`src/rtl/sitcpxg_tx_arb_pkg.sv`:
```
// Shared types and constants for the SiTCP-XG transmit arbiter.
// Header word: magic, channel index, 16-bit burst sequence, zero tail.
package sitcpxg_tx_arb_pkg;

  typedef enum logic [1:0] {
    ST_IDLE  = 2'd0,
    ST_HEAD  = 2'd1,
    ST_DATA  = 2'd2,
    ST_CLOSE = 2'd3
  } arb_state_e;

  localparam logic [7:0] HDR_MAGIC_DEF = 8'hA5;

  localparam int HDR_MAGIC_MSB = 63;
  localparam int HDR_MAGIC_LSB = 56;
  localparam int HDR_CH_MSB    = 55;
  localparam int HDR_CH_LSB    = 48;
  localparam int HDR_SEQ_MSB   = 47;
  localparam int HDR_SEQ_LSB   = 32;

  localparam logic [3:0] TX_B_FULL = 4'd8;

  function automatic logic [3:0] clamp_b(input logic [3:0] b);
    return (b > TX_B_FULL) ? TX_B_FULL : b;
  endfunction

  function automatic logic [63:0] make_header(input logic [7:0]  magic,
                                              input logic [7:0]  ch,
                                              input logic [15:0] seq);
    logic [63:0] h;
    h = '0;
    h[HDR_MAGIC_MSB:HDR_MAGIC_LSB] = magic;
    h[HDR_CH_MSB:HDR_CH_LSB]       = ch;
    h[HDR_SEQ_MSB:HDR_SEQ_LSB]     = seq;
    return h;
  endfunction

endpackage

```
`src/rtl/sitcpxg_rr_pick.sv`:
```
// Combinational round-robin picker: first requester after last_idx wins,
// wrapping around so last_idx itself has the lowest priority.
module sitcpxg_rr_pick #(
  parameter int CH_NUM = 4,
  parameter int IDX_W  = 2
) (
  input  logic [CH_NUM-1:0] req,
  input  logic [IDX_W-1:0]  last_idx,
  output logic [CH_NUM-1:0] grant,
  output logic [IDX_W-1:0]  idx
);

  logic             found;
  logic [IDX_W-1:0] cand;

  always_comb begin
    grant = '0;
    idx   = '0;
    found = 1'b0;
    cand  = '0;
    for (int off = 1; off <= CH_NUM; off++) begin
      cand = IDX_W'((int'(last_idx) + off) % CH_NUM);
      if (!found && req[cand]) begin
        found       = 1'b1;
        grant[cand] = 1'b1;
        idx         = cand;
      end
    end
  end

endmodule

```
`src/rtl/sitcpxg_tx_arbiter.sv`:
```
// Round-robin multiplexer of CH_NUM user channels onto the SiTCP-XG TX port,
// framing every grant with a header word that tags channel and burst sequence.
//
//  state    | meaning
//  ---------+-------------------------------------------------------------
//  ST_IDLE  | no owner; pick next requester when session up and not afull
//  ST_HEAD  | owner chosen; emit header word once afull is clear
//  ST_DATA  | forward owner payload until LAST or MAX_BURST words
//  ST_CLOSE | close handshake; ack held until close request drops
module sitcpxg_tx_arbiter
  import sitcpxg_tx_arb_pkg::*;
#(
  parameter int         CH_NUM    = 4,
  parameter int         MAX_BURST = 256,
  parameter logic [7:0] HDR_MAGIC = HDR_MAGIC_DEF
) (
  input  logic                 XGMII_CLOCK,
  input  logic                 RSTn,
  input  logic                 USER_SESSION_ESTABLISHED,
  input  logic                 USER_SESSION_CLOSE_REQ,
  output logic                 USER_SESSION_CLOSE_ACK,
  input  logic                 USER_TX_AFULL,
  output logic [63:0]          USER_TX_D,
  output logic [3:0]           USER_TX_B,
  input  logic [CH_NUM-1:0]    CH_VALID,
  input  logic [64*CH_NUM-1:0] CH_D,
  input  logic [4*CH_NUM-1:0]  CH_B,
  input  logic [CH_NUM-1:0]    CH_LAST,
  output logic [CH_NUM-1:0]    CH_READY,
  output logic [CH_NUM-1:0]    CH_GRANT
);

  localparam int          IDX_W      = $clog2(CH_NUM);
  localparam logic [15:0] BEATS_LOAD = 16'(MAX_BURST - 1);

  arb_state_e        state;
  logic [CH_NUM-1:0] grant;
  logic [IDX_W-1:0]  gidx;
  logic [IDX_W-1:0]  last_idx;
  logic [15:0]       beats_left;
  logic [15:0]       seq [CH_NUM];
  logic [63:0]       tx_d;
  logic [3:0]        tx_b;
  logic              close_ack;

  logic [CH_NUM-1:0] pick_grant;
  logic [IDX_W-1:0]  pick_idx;
  logic [63:0]       sel_d;
  logic [3:0]        sel_b;
  logic              sel_last;
  logic              sel_valid;
  logic              ready_any;
  logic              accept;
  logic              hdr_fire;
  logic              burst_end;

  sitcpxg_rr_pick #(
    .CH_NUM (CH_NUM),
    .IDX_W  (IDX_W)
  ) u_pick (
    .req      (CH_VALID),
    .last_idx (last_idx),
    .grant    (pick_grant),
    .idx      (pick_idx)
  );

  // Owner mux driven by the one-hot grant.
  always_comb begin
    sel_d     = '0;
    sel_b     = '0;
    sel_last  = 1'b0;
    sel_valid = 1'b0;
    for (int i = 0; i < CH_NUM; i++) begin
      if (grant[i]) begin
        sel_d     = CH_D[64*i +: 64];
        sel_b     = CH_B[4*i +: 4];
        sel_last  = CH_LAST[i];
        sel_valid = CH_VALID[i];
      end
    end
  end

  // Session-down also blocks READY so no word is taken and then dropped.
  assign ready_any = (state == ST_DATA) & ~USER_TX_AFULL & ~USER_SESSION_CLOSE_REQ
                     & USER_SESSION_ESTABLISHED;
  assign accept    = ready_any & sel_valid;
  assign hdr_fire  = (state == ST_HEAD) & ~USER_TX_AFULL & ~USER_SESSION_CLOSE_REQ
                     & USER_SESSION_ESTABLISHED;
  assign burst_end = accept & (sel_last | (beats_left == '0));

  assign CH_READY               = grant & {CH_NUM{ready_any}};
  assign CH_GRANT               = grant;
  assign USER_TX_D              = tx_d;
  assign USER_TX_B              = tx_b;
  assign USER_SESSION_CLOSE_ACK = close_ack;

  always_ff @(posedge XGMII_CLOCK or negedge RSTn) begin
    if (!RSTn) begin
      for (int i = 0; i < CH_NUM; i++) seq[i] <= '0;
    end else if (!USER_SESSION_ESTABLISHED) begin
      for (int i = 0; i < CH_NUM; i++) seq[i] <= '0;
    end else if (hdr_fire) begin
      seq[gidx] <= seq[gidx] + 16'd1;
    end
  end

  always_ff @(posedge XGMII_CLOCK or negedge RSTn) begin
    if (!RSTn) begin
      state      <= ST_IDLE;
      grant      <= '0;
      gidx       <= '0;
      last_idx   <= IDX_W'(CH_NUM - 1);
      beats_left <= '0;
      tx_d       <= '0;
      tx_b       <= '0;
      close_ack  <= 1'b0;
    end else begin
      tx_b <= '0;
      case (state)
        ST_IDLE: begin
          if (USER_SESSION_CLOSE_REQ) begin
            state     <= ST_CLOSE;
            close_ack <= 1'b1;
          end else if (USER_SESSION_ESTABLISHED && !USER_TX_AFULL && |CH_VALID) begin
            state    <= ST_HEAD;
            grant    <= pick_grant;
            gidx     <= pick_idx;
            last_idx <= pick_idx;
          end
        end
        ST_HEAD: begin
          if (USER_SESSION_CLOSE_REQ) begin
            state     <= ST_CLOSE;
            close_ack <= 1'b1;
            grant     <= '0;
          end else if (!USER_SESSION_ESTABLISHED) begin
            state <= ST_IDLE;
            grant <= '0;
          end else if (!USER_TX_AFULL) begin
            tx_d       <= make_header(HDR_MAGIC, 8'(gidx), seq[gidx]);
            tx_b       <= TX_B_FULL;
            beats_left <= BEATS_LOAD;
            state      <= ST_DATA;
          end
        end
        ST_DATA: begin
          if (USER_SESSION_CLOSE_REQ) begin
            state     <= ST_CLOSE;
            close_ack <= 1'b1;
            grant     <= '0;
          end else if (!USER_SESSION_ESTABLISHED) begin
            state <= ST_IDLE;
            grant <= '0;
          end else if (accept) begin
            if (sel_b != '0) begin
              tx_d <= sel_d;
              tx_b <= clamp_b(sel_b);
            end
            if (burst_end) begin
              state <= ST_IDLE;
              grant <= '0;
            end else begin
              beats_left <= beats_left - 16'd1;
            end
          end
        end
        ST_CLOSE: begin
          if (!USER_SESSION_CLOSE_REQ) begin
            state     <= ST_IDLE;
            close_ack <= 1'b0;
          end
        end
        default: state <= ST_IDLE;
      endcase
    end
  end

endmodule
```
`config.mk`:
```
export PLATFORM = sky130hd
export DESIGN_NAME = sitcpxg_tx_arbiter
export DESIGN_NICKNAME = d
export VERILOG_FILES = /design/src/rtl/sitcpxg_tx_arb_pkg.sv /design/src/rtl/sitcpxg_rr_pick.sv /design/src/rtl/sitcpxg_tx_arbiter.sv
export SDC_FILE = /design/constraint.sdc
export NUM_CORES = 1
export LEC_CHECK = 0
export ABC_AREA = 1
export ABC_CLOCK_PERIOD_IN_PS = 4300
export BUFFER_PORTS_ARGS = -buffer_cell sky130_fd_sc_hd__buf_2
export CAP_MARGIN = 20
export CORE_MARGIN = 5
export CORE_UTILIZATION = 55
export DETAILED_ROUTE_END_ITERATION = 10
export PLACE_DENSITY = 0.87
export SLEW_MARGIN = 5
export SYNTH_ARGS = -nofsm -noshare
export SYNTH_HDL_FRONTEND = slang
export SYNTH_SLANG_ARGS = --single-unit
```
`constraint.sdc`:
```
create_clock -name XGMII_CLOCK -period 4.3 [get_ports XGMII_CLOCK]
set_input_delay 0 -clock XGMII_CLOCK [delete_from_list [all_inputs] [get_ports XGMII_CLOCK]]
set_output_delay 0 -clock XGMII_CLOCK [all_outputs]
set_load 0.02 [all_outputs]
```
==> results.md <==
* Met1 Wirelength at 16200 µm
* Hold WS at -0.000959 ns
* Critical Path AT at 3.30 ns
* Sequential area share after synthesis at 37.8%
* Finished Cell Area at 13400 µm²
* Non-Filler Instances at 2178
* PD cells at 558 nW/µm²
* Metal3 WL at 4430 µm
* Vias in the first global route at 11800
* Worst skew pair latency at 0.44 ns
* Final Hold Vio Count at 1
* DR top layer: met5
* Placer congestion estimate at 0.991
* Net Sw Power at 0.00353 W
* Root buffer cell: clkbuf_16
* Hold_buf cts at 38
* Met2 WL at 20100 µm
* Mapped Area at 10500 µm²
* Fin crit period at 2.98 ns
* Crit-path max FO at 45
* Die area at 22000 µm²
* Clock tree buffer depth at 2
* Post-route ant nets at 0
* Vias at 12800
* DP Area at 12300 µm²
* H-tree levels at 4
* Wire length of the first global-routing pass at 64600 µm
* Yosys top cell area share at 37.3%
* Syn-to-layout area delta at 26.8%
* Detail Placement HPWL at 30500 µm
* Leakage at 7.28 nW
* DR vias/cell at 5.87
* Drt initial violations at 1720
* Final Cycle Share at 69.4%
* Syn nets at 1885
* Synth top cells by count: nand2_1, nand3_1, dfrtp_1, o21ai_0, a21oi_1
* Dominant synthesized flop cell: dfrtp_1
* Critical path, cell by cell: buf_4 > inv_2 > nand2_1 > nand2_1 > nand2_1 > nand2_1 > ha_1 > nand2_1 > nor2_1 > nand4_1 > nand3_1 > nand2_1
* Die Ht at 148 µm
* Core area at 18800 µm²
* HP Class: input port to register
* CP Launch Type: register
* Int Pwr at 0.00393 W
* Critical Path RT at 4.62 ns
* Initial antenna violation count at 9
* Ys Warns at 0
* Num CTS Buffers at 17
* Fmax achieved at 335 MHz
* Post-synth EDFFs at 0
* Max Cap Viol at 0
* Share of cells above drive strength 1 at 22.8%
* Port bufs at 361
* Final setup viols at 0
* Fill cell count at 1566
* Mapped Cells at 1583
* Row count at 50
* VDD IR max at 422 µV
* Wire per inst at 19.5 µm
* Syn Area/Cell at 6.66 µm²
* Sequential share of power at 28.7%
* Critical path capture point type: register
* Most common cell in the netlist: nand2_1
* # nets final at 2223
* Drt pass-1 iters at 6
* Gr usage total at 37.0%
* Pins Over Slew Limit at 0
* Yosys reg bits at 159
* Outcome: complete, but fails checks
* Congestion Overflow GR at 0
* Failing checks: hold timing
* Skew final at 0.0112 ns
* Max incr delay on CP at 0.51 ns
* Synth async-reset ratio at 100%
* Initial Util at 56.1%
* Total Wirelength at 42400 µm
* Resized Gates After CTS at 0
* Clock transition at path regs at 0.07 ns
* CTS tree: done
* I/O pin cnt at 362
* Dominant cell type by area after synthesis: dfrtp_1
* Clk sink count at 159
* RSZ-0062 raised after global routing: false
* DP Cell Count at 2098
* Slowest-stage cell, CP: inv_2
* Switching share of power at 47.3%
* DRC at 0
* Slew @ Worst Pin at 1.13 ns
* CP dominant cell by count: nand2_1
* Gate power share at 49.2%
* Post-CTS Setup Repair Bufs at 0
* Clock Power Share at 22.1%
* Unique cell type count in the Yosys netlist at 41
* Top cells by area, synth: dfrtp_1, nand2_1, nand3_1
* Largest net degree at the start of global routing at 78
* Slew margin rel. at 24.4%
* Setup Crit Path Kind: register to register
* Die width at 148 µm
* TNS Setup at 0 ns
-- layer usage --
metal	vias up	track usage (%)
li1	5939	-
met1	5970	49.3
met2	752	59.7
met3	124	7.92
met4	6	14.1
met5	-	0
-- worst max-delay path, delay by kind of cell (launching register included) --
kind                     cells  cell delay (ns)
adder cells (fa/ha/maj)      1             0.21
flip-flops                   1             0.38
buffers and inverters        2             0.80
AND/OR/NAND/NOR              9             1.44
-- metrics by stage --
step	power [W]	setup slack (ns)	util, %
floorplan	0.00452	2.16	-
global placement	0.00558	1.54	65.7
detailed placement	0.00567	1.43	65.7
CTS	0.00737	1.40	71.1
global route	0.00786	1.05	71.1
finish	0.00745	1.32	71.2
-- final cells by class --
class | instances | area (µm²) | area share [%]
Multi-Input combinational cell | 1262 | 5860 | 43.8
Timing Repair Buffer | 418 | 2340 | 17.5
Tap cell | 234 | 293 | 2.19
Clock inverter | 11 | 161 | 1.21
Sequential cell | 159 | 3980 | 29.8
Inverter | 63 | 238 | 1.78
Antenna cell | 10 | 25.0 | 0.187
Clock buffer | 21 | 470 | 3.52
-- logic make-up (layout without fill, tap and decap cells) --
| family | count (synthesis) | count (layout) | share of synthesized area (%) |
|---|---|---|---|
| AOI/OAI and AO/OA | 355 | 355 | 18.4 |
| xor gates and xnor gates | 7 | 7 | 0.582 |
| adders and majority gates | 17 | 17 | 2.02 |
| buffers and inverters | 162 | 513 | 6.82 |
| DFF | 159 | 159 | 37.8 |
| other | 0 | 10 | 0 |
| and+or+nand+nor | 883 | 883 | 34.4 |
-- final timing paths --
kind	slack, ns	depth (start not counted)	end	start
setup / recovery	1.32	12	seq[14]	gidx[0]
hold / removal	-0.001	5	USER_TX_D[12]	CH_D[140]
setup reg to reg	1.32	12	seq[14]	gidx[0]
hold reg to reg	0.47	2	USER_TX_D[47]	USER_TX_D[47]
max in group asynchronous	3.08	3	seq[10]	RSTn
min in group asynchronous	0.14	2	beats_left[2]	RSTn
-- flip-flops by register name (all words and copies together) (netlist names) --
name	flops
USER_TX_B	4
USER_SESSION_CLOSE_ACK	1
seq	64
beats_left	16
USER_TX_D	64
gidx	2
CH_GRANT	4
last_idx	2
state	2
-- layout by cell type, fill, tap and decap left out, types with 19 or more instances in the layout --
| cell type | Yosys | final |
|---|---|---|
| a22oi_1 | 48 | 48 |
| a21oi_1 | 106 | 104 |
| dlygate4sd3_1 | 0 | 38 |
| o21ai_0 | 157 | 157 |
| dfrtp_1 | 157 | 156 |
| buf_4 | 3 | 19 |
| buf_2 | 37 | 360 |
| inv_1 | 60 | 59 |
| o21ai_1 | 29 | 29 |
| nand2_1 | 600 | 599 |
| nor2_1 | 80 | 79 |
| nand3_1 | 172 | 172 |
-- power groups by stage --
stage / Sequential [W] / Clock, W / Combinational [W]
final: 0.00214 / 0.00165 / 0.00367
after floorplan: 0.00239 / 0 / 0.00213
after detailed placement: 0.00214 / 0 / 0.00353
after CTS: 0.00213 / 0.00165 / 0.00360
after global routing: 0.00217 / 0.00171 / 0.00398
after global placement: 0.00213 / 0 / 0.00344
Power figures use the tool's default switching activity.
